### src/rtl/uart_rx_core.sv
// uart_rx_core: 8N1 asynchronous serial receiver, LSB first, idle-high line.
// rxd is synchronized into the clock domain; each good byte is presented on
// data with a single-cycle data_ready strobe.
// Optional build macro UART_RX_FRAME_ERR_EN adds a frame_error pulse output
// (bad stop bit or aborted start bit).
module uart_rx_core #(
   parameter int CLKS_PER_BIT = 217,
   parameter int SYNC_STAGES  = 2
) (
   input  logic       clock,
   input  logic       reset_n,
   input  logic       rxd,
   output logic [7:0] data,
   output logic       data_ready
`ifdef UART_RX_FRAME_ERR_EN
   ,
   output logic       frame_error
`endif
);

   localparam int CNT_W = $clog2(CLKS_PER_BIT);
   localparam logic [CNT_W-1:0] HALF_M1 = CNT_W'(CLKS_PER_BIT / 2 - 1);
   localparam logic [CNT_W-1:0] FULL_M1 = CNT_W'(CLKS_PER_BIT - 1);

   typedef enum logic [2:0] {IDLE, START, DATA, STOP, WAIT_IDLE} state_t;

   state_t               state, state_nxt;
   logic [SYNC_STAGES-1:0] sync_q;
   logic                 rx_s;
   logic                 rx_prev;
   logic [CNT_W-1:0]     clk_cnt, clk_cnt_nxt;
   logic [2:0]           bit_cnt, bit_cnt_nxt;
   logic [7:0]           shreg, shreg_nxt;
   logic [7:0]           data_nxt;
   logic                 ready_nxt;
`ifdef UART_RX_FRAME_ERR_EN
   logic                 ferr_nxt;
`endif

   assign rx_s = sync_q[SYNC_STAGES-1];

   // rxd synchronizer, preset to the idle level; rx_prev remembers the last
   // synchronized sample so IDLE only starts on a genuine 1->0 transition.
   always_ff @(posedge clock or negedge reset_n) begin
      if (!reset_n) begin
         sync_q  <= '1;
         rx_prev <= 1'b1;
      end else begin
         sync_q  <= {sync_q[SYNC_STAGES-2:0], rxd};
         rx_prev <= rx_s;
      end
   end

   // State, timing counters, shift register and output registers.
   always_ff @(posedge clock or negedge reset_n) begin
      if (!reset_n) begin
         state      <= IDLE;
         clk_cnt    <= '0;
         bit_cnt    <= '0;
         shreg      <= '0;
         data       <= '0;
         data_ready <= 1'b0;
      end else begin
         state      <= state_nxt;
         clk_cnt    <= clk_cnt_nxt;
         bit_cnt    <= bit_cnt_nxt;
         shreg      <= shreg_nxt;
         data       <= data_nxt;
         data_ready <= ready_nxt;
      end
   end

`ifdef UART_RX_FRAME_ERR_EN
   // Error strobe is registered alongside data_ready so both share timing.
   always_ff @(posedge clock or negedge reset_n) begin
      if (!reset_n) frame_error <= 1'b0;
      else          frame_error <= ferr_nxt;
   end
`endif

   // Next-state and datapath: sample mid-bit, shift LSB-first from the top.
   always_comb begin
      state_nxt   = state;
      clk_cnt_nxt = clk_cnt;
      bit_cnt_nxt = bit_cnt;
      shreg_nxt   = shreg;
      data_nxt    = data;
      ready_nxt   = 1'b0;
`ifdef UART_RX_FRAME_ERR_EN
      ferr_nxt    = 1'b0;
`endif
      case (state)
         IDLE: begin
            if (!rx_s && rx_prev) begin
               state_nxt   = START;
               clk_cnt_nxt = '0;
            end
         end
         START: begin
            if (clk_cnt == HALF_M1) begin
               clk_cnt_nxt = '0;
               if (rx_s) begin
                  // Line went back high before mid start bit: a glitch.
                  state_nxt = IDLE;
`ifdef UART_RX_FRAME_ERR_EN
                  ferr_nxt  = 1'b1;
`endif
               end else begin
                  bit_cnt_nxt = '0;
                  state_nxt   = DATA;
               end
            end else begin
               clk_cnt_nxt = clk_cnt + CNT_W'(1);
            end
         end
         DATA: begin
            if (clk_cnt == FULL_M1) begin
               clk_cnt_nxt = '0;
               shreg_nxt   = {rx_s, shreg[7:1]};
               if (bit_cnt == 3'd7) state_nxt   = STOP;
               else                 bit_cnt_nxt = bit_cnt + 3'd1;
            end else begin
               clk_cnt_nxt = clk_cnt + CNT_W'(1);
            end
         end
         STOP: begin
            if (clk_cnt == FULL_M1) begin
               clk_cnt_nxt = '0;
               if (rx_s) begin
                  // Leave at mid stop bit so a following start bit is caught.
                  data_nxt  = shreg;
                  ready_nxt = 1'b1;
                  state_nxt = IDLE;
               end else begin
                  state_nxt = WAIT_IDLE;
`ifdef UART_RX_FRAME_ERR_EN
                  ferr_nxt  = 1'b1;
`endif
               end
            end else begin
               clk_cnt_nxt = clk_cnt + CNT_W'(1);
            end
         end
         WAIT_IDLE: begin
            // Break or stuck-low line: wait for the line to recover.
            if (rx_s) state_nxt = IDLE;
         end
         default: state_nxt = IDLE;
      endcase
   end

endmodule

### config.mk
export PLATFORM = sky130hd
export DESIGN_NAME = uart_rx_core
export DESIGN_NICKNAME = d
export VERILOG_FILES = /design/src/rtl/uart_rx_core.sv
export SDC_FILE = /design/constraint.sdc
export NUM_CORES = 1
export LEC_CHECK = 0
export ABC_AREA = 1
export BUFFER_PORTS_ARGS = -buffer_cell sky130_fd_sc_hd__buf_2
export CORE_MARGIN = 2
export CORE_UTILIZATION = 40
export CTS_CLUSTER_DIAMETER = 60
export DETAILED_ROUTE_END_ITERATION = 8
export SETUP_SLACK_MARGIN = 0.1
export SYNTH_ARGS = -nofsm -noshare
export SYNTH_HDL_FRONTEND = slang
export SYNTH_SLANG_ARGS = --single-unit
### constraint.sdc
create_clock -name clock -period 1.4 [get_ports clock]
set_clock_uncertainty 0.1 [all_clocks]
set_input_delay 0.14 -clock clock [delete_from_list [all_inputs] [get_ports clock]]
set_output_delay 0.14 -clock clock [all_outputs]
set_load 0.005 [all_outputs]
Word-level counts from Yosys, hierarchy flattened
Index checks and enable logic that the tools add are counted.
Operators by class
  equality and inequality tests: 15
  add/sub/neg operators: 2
  muxes and demuxes: 21
  reduce and logical (&&, ||, !) cells: 11
Operators by type and width (count)
  2-to-1 mux 3 bit: 11
  2-to-1 mux 8 bit: 3
  case mux 8 bit (3 select lines): 1
  != test 2 bit, second input constant: 8
  case mux 3 bit (5 select lines): 1
  adder 8 x 1 -> 8 bit, second input constant: 1
  equality test 8 x 7 -> 1 bit, second input constant: 1
  equality test 8 bit, second input constant: 1
  equality test 3 x 2 -> 1 bit, second input constant: 2
  equality test 3 bit, second input constant: 2
  case mux 3 bit (2 select lines): 1
  AND reduction 6 bit: 1
  AND reduction 5 bit: 1
  AND reduction 2 bit: 2
  adder 3 x 1 -> 3 bit, second input constant: 1
  equality test 3 x 1 -> 1 bit, second input constant: 1
  logical NOT 3 bit: 1
  2-to-1 mux 1 bit: 3
  AND reduction 3 bit: 1
  nonzero test 3 bit: 1
  2-to-1 mux 2 bit: 1
  nonzero test 2 bit: 1
  OR reduction 2 bit: 1
  logical AND 1 bit: 1
  logical NOT 1 bit: 1
Word-level totals
  logic and storage cells: 57
  bits of input ports: 3
  flip-flop bits (word level): 34
  output and inout port bits: 9

Depth between registers and ports, before layout
Gate-level depths: netlist of the first run.
  depth after elaboration: 4
  mapped depth: 10
  depth with buffers taken out: 9

Worst setup path before layout of the first run
Ideal clock, no wire load.
  path type: reg2reg
  start: register clk_cnt[0]
  end: register clk_cnt[2]
  path slack: -138 ps
  arrival: 1319 ps
  stages on the path, launching flop included: 10
  library setup time: 119 ps
  period minus slack after synthesis: 1538 ps
  path buffers: 0
  data required time: 1181 ps
  path through: dfrtp_1 > inv_1 > ha_1 > nand2_1 > nor2_1 > nand2_4 > nand2_1 > nand2_2 > nor2_4 > nor2_1
Between the ends
  cells in the longest elaborated chain, start to end: 3
  elaborated cells on any way between the ends: 6
  classes of those cells: add/sub: 1; eq/ne: 2; mux: 3
Ends and longest elaborated chain
  start, declared: line 31  | logic [CNT_W-1:0] clk_cnt, clk_cnt_nxt;
  start signal, assigned: line 65  | clk_cnt <= clk_cnt_nxt;
  adder 8 x 1 -> 8 bit, or another cell as far along: line 113, 123, 141
  2-to-1 mux 8 bit, on equally long branches: line 117, 127, 100
  case mux 8 bit (3 select lines) (*): line 92  | case (state)
Every way passes the cells marked *; elsewhere a longest branch is shown, timed or not.
A chain may end at the register's enable or synchronous reset.

Final worst setup path of the first run
  start: register clk_cnt[1]
  end: register state[1]
Between the ends
  cells in the longest elaborated chain, start to end: 3
  elaborated cells on any way between the ends: 6
  classes of those cells: eq/ne: 5; reduce/logical: 1
Ends and longest elaborated chain
  equality test 8 bit or equality test 8 x 7 -> 1 bit (tied branches): line 117, 127, 100
  != test 2 bit (no source line)
  AND reduction 6 bit (no source line) (*)
  end signal, assigned: line 64  | state <= state_nxt;
  end, declared: line 27  | state_t state, state_nxt;
Marks and branches as above.

==> results of run 1 <==
Yosys cell counts:
master	count	area (sq um)
a21oi_1	1	5.000
a21oi_2	2	17.52
buf_6	1	11.26
clkinv_2	1	5.000
dfrtp_1	31	775.7
dfstp_2	3	78.83
ha_1	4	50.05
inv_1	24	90.09
inv_2	4	15.01
nand2_1	54	202.7
nand2_2	6	37.54
nand2_4	2	22.52
nand3_1	11	55.05
nand3_2	1	10.01
nand3_4	1	17.52
nand3b_1	1	7.510
nand4_1	8	50.05
nor2_1	23	86.33
nor2_2	2	12.51
nor2_4	2	22.52
nor3_1	2	10.01
nor3_4	2	32.53
o21ai_0	4	20.02
o21ai_1	12	60.06
xor2_1	3	26.28
placed cells by master, fill, tap and decap left out:
master         instances
nor2_2                 5
nand4_1                8
inv_1                 20
dfrtp_2                2
a21oi_1                1
buf_2                 11
nand2_4                4
inv_2                  8
ha_2                   1
nand2_8                1
nand2_2               10
buf_4                 26
a21oi_2                2
xor2_1                 3
nand3_4                2
dfrtp_1               29
nand3b_1               1
nand3_1               10
o21ai_0                3
ha_4                   1
buf_12                 3
clkbuf_8               6
nor3_4                 2
clkbuf_1               2
nand3_2                1
dlygate4sd3_1          2
nand2_1               47
dfstp_2                3
nor3_2                 1
nor2_4                 5
clkinv_4               1
nor2_1                17
o21ai_1               13
nor3_1                 1
ha_1                   2
sequential cells by signal (all words and copies together), names as in the netlist:
register    count
bit_cnt         3
state           3
shreg           8
data_ready      1
rx_prev         1
clk_cnt         8
sync_q          2
data            8
worst max-delay path, stage by stage, from the launching register on:
cell,delay (ns)
dfrtp_1,0.42
inv_2,0.09
ha_4,0.14
nand2_4,0.05
nor2_4,0.11
nand2_4,0.11
nand2_2,0.12
buf_12,0.11
nand3_1,0.07
nand2_1,0.07
nand2_1,0.04
layer usage:
metal	part of all wire	vias up	global-route usage	wire (microns)
met2	0.46	14	0.2468	1651
li1	-	744	-	-
met3	0.032	5	0.04797	113
met5	0	-	0	0
met4	0.020	0	0.07843	72
met1	0.49	650	0.2213	1732
repair_timing:
item                                    4_1_cts  5_1_grt
hold endpoints to repair                     32        0
gates resized for setup                      19        5
buffers inserted                              0        3
pin swaps                                     4        2
endpoints found under the setup margin       31       31
hold buffers                                  2        0
logic make-up after synthesis:
family / share of synthesized area
simple gates: 0.3292
flops: 0.4964
buf+inv: 0.07049
compound gates: 0.05959
fa+ha+maj: 0.02907
xor+xnor: 0.01526
worst paths after layout:
path,start,end,depth (start not counted)
max in group asynchronous,reset_n,sync_q[1]$_DFF_PN1_,3
max reg2reg,clk_cnt[1]$_DFFE_PN0P_,state[1]$_DFFE_PN0P_,10
min,sync_q[0]$_DFF_PN1_,sync_q[1]$_DFF_PN1_,0
min reg2reg,sync_q[0]$_DFF_PN1_,sync_q[1]$_DFF_PN1_,0
max,clk_cnt[1]$_DFFE_PN0P_,state[1]$_DFFE_PN0P_,10
min in group asynchronous,reset_n,clk_cnt[4]$_DFFE_PN0P_,3
area by class of cell:
type	instances	area (sq um)
fillers	347	1754
clock buffers	8	90.09
repair buffers	42	330.3
well taps	50	62.56
flip-flops and latches	34	857.1
multi-input cells	141	849.6
inverters	29	113.9
report_power, final:
part	switching, mW	leakage (nW)	internal [mW]
Sequential	0.115	0.454	1.08
Combinational	0.773	0.630	0.647
Clock	0.344	0.0455	0.401
Total	1.23	1.13	2.13
stage by stage:
stage | hold slack [ns] | TNS, ns
5_1_grt | 0.2645 | -4.570
6_report | 0.2553 | -2.459
2_1_floorplan | -0.2556 | -0.3091
3_5_place_dp | 0.09832 | -2.032
4_1_cts | 0.2557 | -2.389
3_3_place_gp | 0.09797 | -1.018
==> metrics, run 1 <==
H-tree depth 2; fin nets 260; DIE WIDTH approximately 70 microns; outcome finished, violations left; DR pass1 iterations 5; share of layout cells above drive strength 1 0.3740; initial antenna violation count 0; Final Max Tran Viols 0; reg-to-reg setup timing slack -0.12 ns; crit path kind flip-flop to flip-flop; Cell Rows 23; Post-DP Area between 2000 and 2500 sq um; area growth from synthesis to layout 33.79%; final-report hold violation count 0; Initial Util 0.4243; Total Power between 3 and 4 mW; antenna viol nets, final 0; routed via count roughly 1400; Clock Latency Late Sink ~0.29 ns; CTS root buffer clkbuf_8; clk sink count 34; DR WL/cell approximately 12 microns; worst slack, placed -0.1208 ns; final worst path period need around 1.5 ns; I/O pin cnt 12; worst setup margin -0.1240 ns; total track usage 0.1657; syn_area_per_cell ~8.4 sq um; crit-path max FO 6; fin area 2303 sq um; fin util 0.5677; die height about 70 microns; pin count of the biggest net entering global routing 35; Slew HR 0.7106; Port Buf Inserts 11; clk buf depth 2; Routed WL between 3000 and 4000 microns; Antenna Diode Count 0; dpl cells ~290; CTS tree yes; crit path DAT 1.60 ns; first-pass GRT wire length 6313 microns; GPL Wtd Cong 0.7947; fin cells roughly 300; DR vias/cell around 4.6; measured slew at the worst slew-check pin 0.4342 ns; core footprint 4058 sq um; Peak Freq between 600 and 700 MHz; Synth cell types 25; mapped cell area about 1700 sq um; Mapped Cells around 210; Critical Path RT 1.48 ns; Tcrit/Tclk final 1.089; unrepaired setup endpoints after global routing yes; global route overflow 0; die area a little under 5000 sq um; startpoint types flip-flop; Worst setup EP type flip-flop; hold crit path type flip-flop to flip-flop; Pwr Density 1460 nW/um^2; clk slew on worst S/H paths roughly 0.07 ns; Syn Nets between 200 and 250; sequential area share after synthesis 0.4964; Remaining DRCs 0; failing checks setup timing; #FFs+latches synth 34; final setup violating endpoints 29; Yosys Warn Count 0; Leak around 1.1 nW; VDD IR-drop max just over 600 uV; DP HPWL approximately 2500 microns; Max Cap Violations 0; drt initial violations 47; CTS Buf Count 5; number of global-route vias before repair roughly 1400
Note: power is estimated with default switching activity, not from simulation.
==> inputs of run 2 (changes only) <==
ABC_AREA = 0   (was 1)
==> metrics, run 2 <==
hold crit path type flip-flop to flip-flop; Leak 1.063 nW (-5.8%); Compound-Gate Fraction of Synth Area 0.1147 (+0.05510); Int Pwr 2.115 mW (-0.77%); CTS tree yes; Top Registers clk_cnt (8), data (8), shreg (8); ranking of synthesized cells by instance count dfrtp_1, nand2_1, mux2_2, o21ai_0, nor2_1; clk slew on worst S/H paths 0.07 ns (about the same); Mapped Cells 139 (-32%); clk buf depth 2 (unchanged); WP buf/inv 0 (-2); pin count of the biggest net entering global routing 35 (unchanged); sw frac 0.2822 (-0.08397); DP HPWL 2141 microns (-15%); aggregate negative setup slack -12.09 ns (-9.627 ns); VDD IR-drop max 762.3 uV (+24%); total track usage 0.1788 (+0.01307); Antenna Diode Count 0 (unchanged); mapped cell area 1593 sq um (-7.5%); Cell Rows 22 (-4.3%); fill count 331 (-4.6%); DR pass1 iterations 4 (-1); crit-path max FO 5 (-1); fin nets 191 (-27%); CTS Buf Count 5 (unchanged); syn_area_per_cell 11.46 sq um (+36%); failing checks setup timing; core footprint 3744 sq um (-7.7%); first-pass GRT wire length 5913 microns (-6.3%); Clock Latency Late Sink 0.28 ns (about the same); final worst path period need 1.900 ns (+0.3758 ns); H-tree depth 2 (unchanged); area leader, netlist dfrtp_1; commonest non-fill, non-tap cell in the layout dfrtp_1; measured slew at the worst slew-check pin 0.4214 ns (-0.01278 ns); FF+latch area 854.6 sq um (-0.29%); routed via count 1214 (-14%); share of the synthesized area in the top cell type 0.4870 (+0.03646); #FFs+latches synth 34 (unchanged); CTS root buffer clkbuf_8; Remaining DRCs 0 (unchanged); XOR/XNOR Fraction of Synth Area 0.005499 (-0.009763); area of the multi-input gates 843.3 sq um (-0.74%); die height 67.10 microns (-3.6%); most frequent cells in the layout dfrtp_1, buf_4, nand2_1, mux2_4, buf_2; crit path kind flip-flop to flip-flop; Critical Path RT 1.47 ns (about the same); crit path DAT 1.97 ns (+0.37 ns); initial antenna violation count 0 (unchanged); unrepaired setup endpoints after global routing yes; Final Max Tran Viols 0 (unchanged); Peak Freq 526.4 MHz (-20%); Gate power share 0.285 (-0.137); Total Power 2.947 mW (-12%); Port Buf Inserts 11 (unchanged); CP Cell Sequence or3_4 > o31a_1 > a211o_1 > mux2_4; startpoint types flip-flop; global route overflow 0 (unchanged); drt initial violations 48 (+2.1%); number of flops mapped to enable cells by yosys 0 (unchanged); Synth Area in Simple Gates 0.1665 (-0.1627); Synth cell types 36 (+44%); Most used DFF post-synth dfrtp_1; sequential power share 0.404 (+0.048); final setup violating endpoints 30 (+3.4%); crit path max-delay cell type dfrtp_1; final-report hold violation count 0 (unchanged); die area 4502 sq um (-7.1%); clk sink count 34 (unchanged); GPL Wtd Cong 0.8713 (+9.6%); count leader, synth dfrtp_1; sequential area share after synthesis 0.5365 (+0.04016); antenna viol nets, final 0 (unchanged); outcome finished, violations left; I/O pin cnt 12 (unchanged); Switch Pwr 831.4 uW (-32%); area growth from synthesis to layout 38.02%; clock power share 0.312 (+0.091); DR vias/cell 5.210 (+12%); proportion of synthesized area in mux cells 0.1225 (+0.1225); DR WL/cell 14.17 microns (+21%); Pwr Density 1340 nW/um^2 (-8.2%); Tcrit/Tclk final 1.357 (+0.2684); CP max stage delay 0.39 ns (-0.03 ns); Worst setup EP type flip-flop; worst setup margin -0.4999 ns (-0.3758 ns); Max Cap Violations 0 (unchanged); top cell family by delay on the critical path compound AO/OA/AOI/OAI gates; Slew HR 0.7191 (+0.008518); synth top area cells dfrtp_1, mux2_2, dfstp_2, nand2_1, ha_1; share of layout cells above drive strength 1 0.4703 (+0.09625); DIE WIDTH 67.10 microns (-3.6%); Yosys Warn Count 0 (unchanged); asr flop ratio synth 1.000 (unchanged); largest family of logic cells by synthesized area simple AND/OR/NAND/NOR gates; Initial Util 0.4255 (+0.001170); Adder-Cell Fraction of Synth Area 0.03142 (+0.002352); Routed WL 3301 microns (-7.5%); Syn Nets 146 (-31%); number of global-route vias before repair 1302 (-5.2%)
## run 2: changes by cell type after synthesis, sizes merged, moves of 8 or more
cell / before / now
inv: 28 / 3
mux2: 0 / 17
nand2: 62 / 18
nand3: 13 / 3
nand4: 8 / 0
nor2: 27 / 8
## run 2: final timing paths
kind	to	startpoint	slack, ns	cells past startpoint
worst max-delay path	bit_cnt[0]$_DFFE_PN0P_	clk_cnt[4]$_DFFE_PN0P_	-0.50	4
worst min-delay path	sync_q[1]$_DFF_PN1_	sync_q[0]$_DFF_PN1_	0.26	0
worst max register to register	bit_cnt[0]$_DFFE_PN0P_	clk_cnt[4]$_DFFE_PN0P_	-0.50	4
worst min register to register	sync_q[1]$_DFF_PN1_	sync_q[0]$_DFF_PN1_	0.26	0
max in group asynchronous	sync_q[0]$_DFF_PN1_	reset_n	0.55	3
min in group asynchronous	clk_cnt[4]$_DFFE_PN0P_	reset_n	0.31	3
## run 2: logic make-up after synthesis
logic type	Yosys count
fa+ha+maj	4
mux	17
compound gates	28
simple gates	48
buf+inv	7
xor+xnor	1
flops	34
## run 2: metal layers
layer	global-route usage	share of wire	up-vias
li1	-	-	595
met1	0.2249	0.47	598
met2	0.2946	0.49	18
met3	0.05068	0.032	3
met4	0.06122	0.0082	0
met5	0	0	-
## run 2: power groups by stage
stage               registers (mW)  logic [mW]  clock network [mW]
floorplan                     1.21       0.377                   0
global placement              1.20       0.661                   0
detailed placement            1.20       0.689                   0
CTS                           1.19       0.782               0.942
global route                  1.20       0.937               0.988
finish                        1.19       0.839               0.918
## run 2: area by class of cell
type / instances / share of cell area
Clock inverter: 1 / 0.01366
Timing Repair Buffer: 42 / 0.1423
Sequential cell: 34 / 0.3887
Clock buffer: 7 / 0.03927
Inverter: 3 / 0.005122
Multi-Input combinational cell: 98 / 0.3836
Tap cell: 48 / 0.02732
## run 2: what timing repair did
item,4_1_cts,5_1_grt
buffers inserted,3,1
resized for setup,21,3
endpoints found under the hold margin,32,0
endpoints found under the setup margin,31,31
pin swaps,11,6
hold buffers,2,0
## run 2: worst register-to-register path, delay by kind of cell, from the launching register on
| family | cells | cell delay, ns |
|---|---|---|
| multiplexers | 1 | 0.27 |
| AND/OR/NAND/NOR | 1 | 0.38 |
| AO/OA/AOI/OAI | 2 | 0.65 |
| flip-flops | 1 | 0.39 |
## run 2: stage by stage
| stage | cell area (sq um) | instances | setup slack (ns) | hold slack (ns) | utilization |
|---|---|---|---|---|---|
| floorplan | 1673 | 139 | -0.5027 | -0.2556 | - |
| global placement | 1964 | 220 | -0.4676 | 0.08819 | 0.5247 |
| detailed placement | 1964 | 220 | -0.4803 | 0.09068 | 0.5247 |
| CTS | 2188 | 233 | -0.4843 | 0.2626 | 0.5846 |
| global route | 2198 | 233 | -0.5668 | 0.2653 | 0.5872 |
| finish | 2198 | 233 | -0.4999 | 0.2603 | 0.5872 |
